## src/rtl/sample_packer_pkg.sv

```systemverilog
`default_nettype none
// +------------------------------------------------------------------------+
// | sample_packer_pkg                                                      |
// | Shared constants, state encoding and mode decoding for sample_packer.  |
// | Macro: SAMPLE_PACKER_TEST_PATTERN_EN adds MODE_TEST to the supported    |
// |        mode set.                                                       |
// | Revision: 1.0  initial release                                         |
// +------------------------------------------------------------------------+
package sample_packer_pkg;

  localparam logic [7:0] MODE_QUANT = 8'h00;
  localparam logic [7:0] MODE_CH1_I = 8'h01;
  localparam logic [7:0] MODE_CH1_Q = 8'h02;
  localparam logic [7:0] MODE_TEST  = 8'hFF;
  localparam logic [7:0] MODE_NONE  = 8'h80;

  localparam int ACC_W = 28;  // pending bits, left-aligned (oldest in MSB)
  localparam int WC_W  = 12;  // word counter, covers packets up to 4095 words

  typedef enum logic [0:0] {
    IDLE = 1'b0,
    RUN  = 1'b1
  } state_t;

  function automatic logic mode_supported(input logic [7:0] m);
    logic ok;
    ok = (m == MODE_QUANT) || (m == MODE_CH1_I) || (m == MODE_CH1_Q);
`ifdef SAMPLE_PACKER_TEST_PATTERN_EN
    ok = ok || (m == MODE_TEST);
`endif
    return ok;
  endfunction

endpackage
`default_nettype wire

```

## src/rtl/sample_packer_mode_sync.sv

```systemverilog
`default_nettype none
// +------------------------------------------------------------------------+
// | mode_sync                                                              |
// | Brings the CPU-domain mode register into the sample clock domain:      |
// | two flops per bit, then a filter that only passes a value once two     |
// | consecutive synchronized samples agree (guards against multi-bit skew).|
// | Ports: clk, rst_n (async, active low), async_mode[7:0] in,             |
// |        synced_mode[7:0] out.                                           |
// | Revision: 1.0  initial release                                         |
// +------------------------------------------------------------------------+
module mode_sync (
  input  logic       clk,
  input  logic       rst_n,
  input  logic [7:0] async_mode,
  output logic [7:0] synced_mode
);
  import sample_packer_pkg::*;

  logic [7:0] meta;
  logic [7:0] stable;
  logic [7:0] prev;

  always_ff @(posedge clk or negedge rst_n) begin
    if (!rst_n) begin
      meta        <= MODE_NONE;
      stable      <= MODE_NONE;
      prev        <= MODE_NONE;
      synced_mode <= MODE_NONE;
    end else begin
      meta   <= async_mode;
      stable <= meta;
      prev   <= stable;
      if (stable == prev) begin
        synced_mode <= stable;
      end
    end
  end

endmodule
`default_nettype wire

```

## src/rtl/sample_packer.sv

```systemverilog
`default_nettype none
// +------------------------------------------------------------------------+
// | sample_packer                                                          |
// | Packs quantized (12-bit) or raw ch1 I/Q (8-bit) samples into 16-bit    |
// | words with packet-end marks every WORDS_PER_PACKET words. Mode changes |
// | are synchronized and applied only at packet boundaries.                |
// | Ports: source_clk, source_reset_n (async, active low), mode[7:0],      |
// |        ch{1,2,3}_s{i,q}[1:0], ch1_i/ch1_q[7:0] in;                     |
// |        source_data[15:0], source_en, source_packet_end,                |
// |        active_mode[7:0] out.                                           |
// | Macro: SAMPLE_PACKER_TEST_PATTERN_EN enables mode 8'hFF (counter).     |
// | Revision: 1.0  initial release                                         |
// +------------------------------------------------------------------------+
module sample_packer
  import sample_packer_pkg::*;
#(
  parameter int WORDS_PER_PACKET = 720
) (
  input  logic        source_clk,
  input  logic        source_reset_n,
  input  logic [7:0]  mode,
  input  logic [1:0]  ch1_si,
  input  logic [1:0]  ch1_sq,
  input  logic [1:0]  ch2_si,
  input  logic [1:0]  ch2_sq,
  input  logic [1:0]  ch3_si,
  input  logic [1:0]  ch3_sq,
  input  logic [7:0]  ch1_i,
  input  logic [7:0]  ch1_q,
  output logic [15:0] source_data,
  output logic        source_en,
  output logic        source_packet_end,
  output logic [7:0]  active_mode
);

  localparam logic [WC_W-1:0] LAST_WORD = 12'(WORDS_PER_PACKET - 1);

  logic [11:0]      quant_smp;
  logic [7:0]       ch1_i_smp;
  logic [7:0]       ch1_q_smp;
  logic [7:0]       synced_mode;
  state_t           state;
  state_t           state_next;
  logic [ACC_W-1:0] acc;
  logic [4:0]       cnt;
  logic [WC_W-1:0]  word_cnt;
  logic             pending;
  logic [4:0]       k;
  logic [11:0]      bits;
  logic [4:0]       total;
  logic [4:0]       shamt;
  logic [ACC_W-1:0] merged;
  logic [15:0]      word;
  logic             emit;
  logic             last;
  logic             switch_now;
  logic             new_ok;
`ifdef SAMPLE_PACKER_TEST_PATTERN_EN
  logic [15:0]      test_cnt;
`endif

  mode_sync u_mode_sync (
    .clk         (source_clk),
    .rst_n       (source_reset_n),
    .async_mode  (mode),
    .synced_mode (synced_mode)
  );

  // Sample width and payload for the mode currently applied.
  always_comb begin
    k    = 5'd0;
    bits = 12'd0;
    case (active_mode)
      MODE_QUANT: begin k = 5'd12; bits = quant_smp;          end
      MODE_CH1_I: begin k = 5'd8;  bits = {4'd0, ch1_i_smp};  end
      MODE_CH1_Q: begin k = 5'd8;  bits = {4'd0, ch1_q_smp};  end
`ifdef SAMPLE_PACKER_TEST_PATTERN_EN
      // Counter mode reuses the 8-bit cadence to get one word per 2 cycles.
      MODE_TEST:  begin k = 5'd8;  bits = 12'd0;              end
`endif
      default:    begin k = 5'd0;  bits = 12'd0;              end
    endcase
  end

  // New sample lands directly below the cnt pending bits (cnt+k <= 24).
  assign total  = cnt + k;
  assign shamt  = 5'd28 - total;
  assign merged = acc | ({16'd0, bits} << shamt);
`ifdef SAMPLE_PACKER_TEST_PATTERN_EN
  assign word   = (active_mode == MODE_TEST) ? test_cnt : merged[ACC_W-1 -: 16];
`else
  assign word   = merged[ACC_W-1 -: 16];
`endif
  assign emit       = (state == RUN) && (total >= 5'd16);
  assign last       = emit && (word_cnt == LAST_WORD);
  // Uses the registered pending flag: a change seen this very cycle waits.
  assign switch_now = last && pending;
  assign new_ok     = mode_supported(synced_mode);

  always_comb begin
    state_next = state;
    case (state)
      IDLE:    if (new_ok) state_next = RUN;
      RUN:     if (switch_now && !new_ok) state_next = IDLE;
      default: state_next = IDLE;
    endcase
  end

  always_ff @(posedge source_clk or negedge source_reset_n) begin
    if (!source_reset_n) begin
      state <= IDLE;
    end else begin
      state <= state_next;
    end
  end

  always_ff @(posedge source_clk or negedge source_reset_n) begin
    if (!source_reset_n) begin
      quant_smp         <= 12'd0;
      ch1_i_smp         <= 8'd0;
      ch1_q_smp         <= 8'd0;
      acc               <= '0;
      cnt               <= 5'd0;
      word_cnt          <= '0;
      pending           <= 1'b0;
      active_mode       <= MODE_NONE;
      source_data       <= 16'd0;
      source_en         <= 1'b0;
      source_packet_end <= 1'b0;
`ifdef SAMPLE_PACKER_TEST_PATTERN_EN
      test_cnt          <= 16'd0;
`endif
    end else begin
      quant_smp         <= {ch1_si, ch1_sq, ch2_si, ch2_sq, ch3_si, ch3_sq};
      ch1_i_smp         <= ch1_i;
      ch1_q_smp         <= ch1_q;
      source_data       <= 16'd0;
      source_en         <= 1'b0;
      source_packet_end <= 1'b0;
      if (state == IDLE) begin
        acc      <= '0;
        cnt      <= 5'd0;
        word_cnt <= '0;
        pending  <= 1'b0;
`ifdef SAMPLE_PACKER_TEST_PATTERN_EN
        test_cnt <= 16'd0;
`endif
        if (new_ok) begin
          active_mode <= synced_mode;
        end
      end else begin
        if (synced_mode != active_mode) begin
          pending <= 1'b1;
        end
        if (emit) begin
          source_data       <= word;
          source_en         <= 1'b1;
          source_packet_end <= last;
          acc               <= merged << 16;
          cnt               <= total - 5'd16;
          word_cnt          <= last ? '0 : word_cnt + 12'd1;
`ifdef SAMPLE_PACKER_TEST_PATTERN_EN
          test_cnt          <= test_cnt + 16'd1;
`endif
        end else begin
          acc <= merged;
          cnt <= total;
        end
        // Packet boundary with a queued change: drop residual bits, restart.
        if (switch_now) begin
          acc         <= '0;
          cnt         <= 5'd0;
          pending     <= 1'b0;
          active_mode <= synced_mode;
`ifdef SAMPLE_PACKER_TEST_PATTERN_EN
          test_cnt    <= 16'd0;
`endif
        end
      end
    end
  end

endmodule
`default_nettype wire

```

## config.mk

```make
export PLATFORM = sky130hd
export DESIGN_NAME = sample_packer
export DESIGN_NICKNAME = d
export VERILOG_FILES = /design/src/rtl/sample_packer_pkg.sv /design/src/rtl/sample_packer_mode_sync.sv /design/src/rtl/sample_packer.sv
export SDC_FILE = /design/constraint.sdc
export NUM_CORES = 1
export LEC_CHECK = 0
export CORE_MARGIN = 3
export CORE_UTILIZATION = 50
export DETAILED_ROUTE_END_ITERATION = 7
export PLACE_DENSITY = 0.84
export SYNTH_ARGS = -nofsm -noshare
export SYNTH_HDL_FRONTEND = slang
export SYNTH_SLANG_ARGS = --single-unit
```

## constraint.sdc

```tcl
create_clock -name source_clk -period 3.6 [get_ports source_clk]
set_input_delay 0.9 -clock source_clk [delete_from_list [all_inputs] [get_ports source_clk]]
set_output_delay 0.9 -clock source_clk [all_outputs]
set_load 0.05 [all_outputs]
```

==> results.tsv, run 1 <==
stage	metric	value	unit
run_status	status	finished clean	
place	DP Cell Count	614	
synth	sequential cell area fraction in the yosys report	0.617	
cells_and_area	Area Overhead vs Synth	27.5	%
clock_tree	Clock Tree Buf Depth	2	
cells_and_area	most frequent cells in the layout	dfrtp_1, clkdlybuf4s50_1, a31oi_1	
clock_tree	clock-pin slew on the worst setup and hold paths	0.06	ns
floorplan	Die Y	109	µm
cells_and_area	Layout Utilization	0.658	
timing	RSZ-0062 raised after global routing	true	
global_route	grt ovf	0	
worst_setup_path	WS Path Type	flip-flop to flip-flop	
worst_setup_path	Arr. time, crit path	3.93	ns
pwr	Sw Share	0.251	
worst_setup_path	CP most frequent cell	inv_1	
synth	Post-Syn Area per Cell	12.5	µm²
timing	min Tclk post-route	3.52	ns
timing	max frequency	0.284	GHz
pwr	internal power	2.79	mW
floorplan	Core Region	10300	µm²
routing	initial DRC count	368	
cells_and_area	layout cells sized above 1	0.173	
cells_and_area	Nets	542	
global_route	largest net degree at the start of global routing	68	
synth	Synth cell types	61	
worst_setup_path	CP required	4.01	ns
routing	via/cell ratio	5.85	
global_route	vias in the first global route	3870	
pwr	LEAKAGE	2.99	nW
synth	largest family of logic cells by synthesized area	simple AND/OR/NAND/NOR gates	
pwr	P_sw	0.936	mW
worst_setup_path	crit-path cells	or4_4 > or2_2 > nor2_1 > ha_1 > inv_1 > fa_2 > inv_1 > nor3_2 > o211ai_1 > a21oi_1	
floorplan	Cell Rows	37	
pwr	pwr dens	549	nW/µm²
worst_setup_path	CP Max Fanout	8	
synth	post-synthesis mux area share	0.0475	
place	placer's final routability congestion estimate	0.887	
synth	Mapped Area	5320	µm²
timing	count of final hold-check violations	0	
timing	final setup fails	0	
synth	post-synthesis adder-cell area fraction	0.00846	
cells_and_area	design area	6790	µm²
synth	EDFF count, synth	0	
routing	First-pass DRT Iterations	6	
floorplan	Starting Density	0.516	
clock_tree	TritonCTS clock tree	done	
clock_tree	cts bufs inserted	17	
timing	pins over their slew limit	0	
worst_setup_path	slowest CP cell	or4_4	
pwr	clock network fraction of total power	0.472	
timing	Max Clock Skew	0.00912	ns
clock_tree	CTS Sinks	131	
worst_setup_path	Max stage delay on crit path	0.61	ns
place	Post-DP HPWL	7.40	mm
global_route	first-pass GRT wire length	19.4	mm
flow_run	Max Cap Viol	0	
worst_setup_path	element type at the critical path end	flip-flop	
synth	most common flop cell mapped by yosys	dfrtp_1	
synth	Post-Synth XOR/XNOR Area	0.0345	
pwr	Reg power frac	0.440	
synth	synthesized instance count	425	
floorplan	Ports	64	
timing	Slew @ Worst Pin	0.832	ns
synth	Synthesis Warnings	0	
cells_and_area	non-filler cells, final	650	
min_path	Hold WC Path Type	flip-flop to flip-flop	
pwr	Max IR drop VDD	0.378	mV
floorplan	full die area	11900	µm²
floorplan	Die W	109	µm
place	Post-Place Setup Slack	0.0797	ns
routing	detailed-route via count	3802	
routing	post-route ant nets	0	
place	Placed Area	6120	µm²
global_route	all-layer global routing usage	0.215	
routing	DRC viols	0	
synth	simple-gate portion of the synthesized area	0.138	
synth	flops & latches, synth	131	
routing	drt total wl	11.9	mm
routing	average routed wire per standard cell	18.3	µm
clock_tree	worst skew pair latency	0.52	ns
place	port bufs	63	
synth	Compound-Gate Fraction of Synth Area	0.122	
cells_and_area	leading cell type in the layout, fill and taps excluded	dfrtp_1	
worst_setup_path	Setup crit start kind	flip-flop	
timing	setup TNS	0	ns
clock_tree	H-tree depth	4	
cells_and_area	Diodes inserted	0	
timing	final period utilization	0.977	
clock_tree	Root Buffer	clkbuf_8	
global_route	antenna violations before repair	0	
synth	Async SR Flop Fraction	1.00	
pwr	combinational share of power	0.088	
timing	max_slew headroom	0.445	
synth	syn_nets	466	
timing	final setup margin	0.0835	ns
[cells in the mapped netlist, types with 3 or more instances]
| cell type | count | area share |
|---|---|---|
| nand4_1 | 9 | 0.011 |
| inv_1 | 11 | 0.0078 |
| dfrtp_1 | 126 | 0.59 |
| or3_1 | 4 | 0.0047 |
| nor3_1 | 4 | 0.0038 |
| clkbuf_1 | 16 | 0.011 |
| xnor2_1 | 7 | 0.012 |
| and3_1 | 22 | 0.026 |
| dfstp_2 | 5 | 0.025 |
| o22ai_1 | 4 | 0.0047 |
| a311oi_1 | 4 | 0.0066 |
| a31oi_1 | 23 | 0.027 |
| mux2_2 | 10 | 0.021 |
| mux2i_1 | 14 | 0.026 |
| nand3_1 | 13 | 0.012 |
| buf_2 | 4 | 0.0038 |
| xor2_1 | 14 | 0.023 |
| o21ai_0 | 10 | 0.0094 |
| or2_2 | 5 | 0.0059 |
| or4bb_1 | 6 | 0.013 |
| a221oi_1 | 4 | 0.0066 |
| o2bb2ai_1 | 4 | 0.0066 |
| buf_6 | 3 | 0.0063 |
| nor2_1 | 16 | 0.011 |
| a21oi_1 | 5 | 0.0047 |
| nand2_1 | 20 | 0.014 |
| o211ai_1 | 14 | 0.020 |
| o221ai_1 | 6 | 0.0099 |
| nor4_1 | 4 | 0.0047 |
[per-stage QoR]
stage | power (mW) | hold WS, ns
6_report | 3.73 | 0.348
5_1_grt | 3.87 | 0.355
4_1_cts | 3.75 | 0.352
3_5_place_dp | 1.98 | 0.337
3_3_place_gp | 1.96 | 0.332
2_1_floorplan | 1.83 | 0.331
[power groups by stage]
stage               clock (mW)  combinational, mW  sequential, mW
detailed placement           0              0.319            1.66
global route              1.86              0.359            1.65
finish                    1.76              0.326            1.64
CTS                       1.78              0.326            1.64
floorplan                    0              0.144            1.68
global placement             0              0.310            1.65
[kinds of logic after synthesis]
| family | Yosys count |
|---|---|
| compound gates | 89 |
| simple gates | 120 |
| other cells | 1 |
| buf+inv | 36 |
| flops | 131 |
| fa+ha+maj | 3 |
| xor+xnor | 21 |
| mux | 24 |
[routing by layer]
| metal | up-vias | share of wire | global-route usage | wire length, µm |
|---|---|---|---|---|
| li1 | 1716 | - | - | - |
| met1 | 1852 | 0.42 | 0.281 | 4950 |
| met2 | 196 | 0.49 | 0.337 | 5800 |
| met3 | 38 | 0.071 | 0.0491 | 840 |
| met4 | 0 | 0.025 | 0.108 | 293 |
| met5 | - | 0 | 0 | 0 |
[area by class of cell]
class | instances | area [µm²]
sequential | 131 | 3280
tap | 136 | 170
multi-input combinational | 258 | 1890
clock buffer | 17 | 414
timing repair buffer | 81 | 788
clock inverter | 15 | 194
inverter | 12 | 47.5
fill | 719 | 3530
[critical path, delay by kind of cell (launching register included)]
| family | cells | cell delay (ns) |
|---|---|---|
| AO/OA/AOI/OAI | 2 | 0.47 |
| adder cells (fa/ha/maj) | 2 | 0.75 |
| buffers and inverters | 2 | 0.17 |
| flip-flops | 1 | 0.42 |
| AND/OR/NAND/NOR | 4 | 1.59 |
[state kept, by name, summed over array words and instances (netlist names), 3 cells and up]
register                 flops
acc                         28
source_data                 16
u_mode_sync.prev             8
u_mode_sync.stable           8
word_cnt                    12
quant_smp                   12
ch1_q_smp                    8
u_mode_sync.synced_mode      8
ch1_i_smp                    8
active_mode                  8
cnt                          3
u_mode_sync.meta             8
[worst paths after layout]
| path | start | endpoint | slack [ns] | cells after the start |
|---|---|---|---|---|
| setup / recovery | active_mode[6] | source_data[3] | 0.08 | 10 |
| hold / removal | u_mode_sync.meta[6] | u_mode_sync.stable[6] | 0.35 | 0 |
| setup reg to reg | active_mode[6] | source_data[3] | 0.08 | 10 |
| hold reg to reg | u_mode_sync.meta[6] | u_mode_sync.stable[6] | 0.35 | 0 |
| max in group asynchronous | source_reset_n | u_mode_sync.prev[7] | 2.31 | 2 |
| min in group asynchronous | source_reset_n | source_data[10] | 0.49 | 1 |
[what timing repair did]
item / 4_1_cts / 5_1_grt
hold buffers: 0 / 0
endpoints found under the setup margin: 0 / 21
gates resized for setup: 0 / 6
setup buffers: 0 / 4
hold endpoints to repair: 0 / 0
(Power assumes the default switching activity.)
==> run 2, diff against run 1 <==
--- a/config.mk
+++ b/config.mk
@@ -5,10 +5,12 @@
 export SDC_FILE = /design/constraint.sdc
 export NUM_CORES = 1
 export LEC_CHECK = 0
+export ABC_AREA = 1
 export CORE_MARGIN = 3
 export CORE_UTILIZATION = 50
 export DETAILED_ROUTE_END_ITERATION = 7
-export PLACE_DENSITY = 0.84
+export PLACE_DENSITY = 0.83
+export REMOVE_ABC_BUFFERS = 1
 export SYNTH_ARGS = -nofsm -noshare
 export SYNTH_HDL_FRONTEND = slang
 export SYNTH_SLANG_ARGS = --single-unit
==> run 2 against run 1 <==
  * Final cell count increased by 23%
  * Sequential cell count stayed put
  * Non-clock buffer count down 12
  * Routed wire length decreased by 0.76%
  * Final area up 0.18%
  * Synthesized area up 2.7%
  * Via count up 10%
  * First-iteration DRC count is 1.1% lower
  * Critical endpoint is now acc[20]
  * Largest cell class unchanged
==> results.tsv, run 2 <==
stage	metric	value	unit	change
clock_tree	CTS Hold Bufs	0		unchanged
routing	via/cell ratio	5.25		-10%
worst_setup_path	element type at the critical path end	flip-flop		
clock_tree	Clock Tree Buf Depth	2		unchanged
timing	RSZ-0062 raised after global routing	false		
worst_setup_path	CP required	4.05	ns	+0.04 ns
synth	Yosys top cell area share	0.577		-0.0156
timing	final setup fails	0		unchanged
routing	post-route ant nets	0		unchanged
timing	min Tclk post-route	3.06	ns	-0.454 ns
clock_tree	TritonCTS clock tree	done		
floorplan	Cell Rows	37		unchanged
clock_tree	H-tree depth	4		unchanged
cells_and_area	Top Registers	acc x28, source_data x16		
routing	drt total wl	11.8	mm	-0.76%
cells_and_area	leading cell type in the layout, fill and taps excluded	dfrtp_1		
clock_tree	Setup Buffers After CTS	0		unchanged
synth	Synthesis Warnings	0		unchanged
synth	largest family of logic cells by synthesized area	simple AND/OR/NAND/NOR gates		
timing	final period utilization	0.851		-0.126
timing	max_slew headroom	0.319		-0.126
worst_setup_path	CP Max Fanout	24		+16
cells_and_area	Diodes inserted	0		unchanged
synth	most frequent cells after synthesis	dfrtp_1, nand2_1, inv_1, nor2_1, nand3_1		
place	placer's final routability congestion estimate	0.850		-4.2%
pwr	Max IR drop VDD	0.455	mV	+21%
timing	setup TNS	0	ns	unchanged
synth	Yosys top cell by area	dfrtp_1		
global_route	all-layer global routing usage	0.203		-0.0117
pwr	LEAKAGE	3.25	nW	+8.7%
routing	initial DRC count	364		-1.1%
run_status	status	finished clean		
place	Post-DP HPWL	7.91	mm	+6.9%
synth	Post-Synth XOR/XNOR Area	0.0270		-0.00755
clock_tree	CTS Sinks	131		unchanged
floorplan	Starting Density	0.523		+0.00691
cells_and_area	most frequent cells in the layout	dfrtp_1, nand2_1, inv_1		
synth	flops & latches, synth	131		unchanged
global_route	vias in the first global route	4347		+12%
synth	synthesized instance count	579		+36%
global_route	grt ovf	0		unchanged
floorplan	Core Region	10500	µm²	+1.3%
clock_tree	worst skew pair latency	0.52	ns	about the same
pwr	pwr dens	536	nW/µm²	-2.4%
synth	top-count cell post-synth	dfrtp_1		
worst_setup_path	WS Path Type	flip-flop to flip-flop		
timing	max frequency	0.327	GHz	+15%
routing	detailed-route via count	4188		+10%
pwr	Pwr Total	3.64	mW	-2.2%
floorplan	Die W	111	µm	+1.3%
min_path	Hold WC Path Type	flip-flop to flip-flop		
synth	most common flop cell mapped by yosys	dfrtp_1		
synth	Synth cell types	38		-38%
place	port bufs	63		unchanged
worst_setup_path	Arr. time, crit path	3.52	ns	-0.41 ns
routing	DRC viols	0		unchanged
cells_and_area	Area Overhead vs Synth	24.4	%	
synth	sequential cell area fraction in the yosys report	0.601		-0.0162
floorplan	Ports	64		unchanged
timing	pins over their slew limit	0		unchanged
timing	WHS	0.351	ns	+0.00331 ns
floorplan	full die area	12200	µm²	+2.6%
global_route	first-pass GRT wire length	20.2	mm	+4.2%
synth	top post-synthesis cells by area	dfrtp_1, nand2_1, nand3_1		
clock_tree	clock-pin slew on the worst setup and hold paths	0.07	ns	about the same
clock_tree	CTS resizes	0		unchanged
clock_tree	Root Buffer	clkbuf_8		
synth	EDFF count, synth	0		unchanged
flow_run	Max Cap Viol	0		unchanged
global_route	antenna violations before repair	0		unchanged
global_route	largest net degree at the start of global routing	57		-16%
synth	post-synthesis adder-cell area fraction	0.00824		-0.000223
synth	post-synthesis mux area share	0		-0.0475
cells_and_area	max reg flops	28		unchanged
cells_and_area	Largest Register	acc		
floorplan	Die Y	111	µm	+1.3%
synth	Mapped Area	5470	µm²	+2.7%
routing	average routed wire per standard cell	14.8	µm	-19%
timing	count of final hold-check violations	0		unchanged
synth	Compound-Gate Fraction of Synth Area	0.0650		-0.0565
timing	Slew @ Worst Pin	1.02	ns	+0.183 ns
synth	Async SR Flop Fraction	1.00		unchanged
cells_and_area	Nets	689		+27%
clock_tree	cts bufs inserted	17		unchanged
routing	First-pass DRT Iterations	7		+1
timing	Max Clock Skew	0.0144	ns	+0.00528 ns
cells_and_area	layout cells sized above 1	0.112		-0.0612
synth	simple-gate portion of the synthesized area	0.222		+0.0845
synth	Post-Syn Area per Cell	9.44	µm²	-25%
worst_setup_path	Setup crit start kind	flip-flop		
==> run 2: cell type report <==
cell class / count / area, µm²
Fill cell: 786 / 3660
Clock buffer: 17 / 414
Inverter: 84 / 315
Clock inverter: 15 / 164
Sequential cell: 131 / 3280
Timing Repair Buffer: 69 / 686
Tap cell: 136 / 170
Multi-Input combinational cell: 345 / 1770
==> run 2: critical path: stages (launching register included) <==
cell,delay (ns)
dfrtp_1,0.42
nor2_1,0.18
nand2_1,0.13
nor2_4,0.31
ha_1,0.21
inv_1,0.05
fa_1,0.42
xor2_2,0.22
buf_4,0.23
nor2_1,0.39
a21o_1,0.22
nor2_1,0.05
nand2_1,0.07
inv_1,0.03
nor2_1,0.07
==> run 2: cells by family (layout without fill, tap and decap cells) <==
logic type	after synthesis	in the layout
other cells	1	1
fa+ha+maj	3	3
xor+xnor	16	16
flops	131	131
buf+inv	103	185
compound gates	62	62
simple gates	263	263
==> run 2: where the power goes <==
group | switching (mW) | internal [mW] | total (mW)
registers | 0.0670 | 1.57 | 1.64
clock network | 0.702 | 0.949 | 1.65
logic | 0.215 | 0.140 | 0.355
total | 0.985 | 2.66 | 3.64
==> run 2: stage by stage <==
stage	utilization	worst slack (ns)	std cells	area (µm²)
2_1_floorplan	-	0.251	560	5370
3_3_place_gp	0.595	0.736	765	6220
3_5_place_dp	0.595	0.561	765	6220
4_1_cts	0.650	0.566	797	6800
5_1_grt	0.650	0.252	797	6800
6_report	0.650	0.538	797	6800
==> run 2: metal layers <==
layer,share of wire,vias up,global-route usage
met5,0,-,0
met4,0.014,0,0.0788
met3,0.076,20,0.0575
met2,0.49,185,0.329
met1,0.42,1979,0.259
li1,-,2004,-
==> run 2: path summary, 6_finish.rpt <==
kind | startpoint | to | slack (ns) | depth (start not counted)
setup / recovery | active_mode[3] | acc[20] | 0.54 | 14
hold / removal | u_mode_sync.meta[2] | u_mode_sync.stable[2] | 0.35 | 0
setup reg to reg | active_mode[3] | acc[20] | 0.54 | 14
hold reg to reg | u_mode_sync.meta[2] | u_mode_sync.stable[2] | 0.35 | 0
max in group asynchronous | source_reset_n | pending | 2.38 | 2
min in group asynchronous | source_reset_n | ch1_i_smp[2] | 0.43 | 1
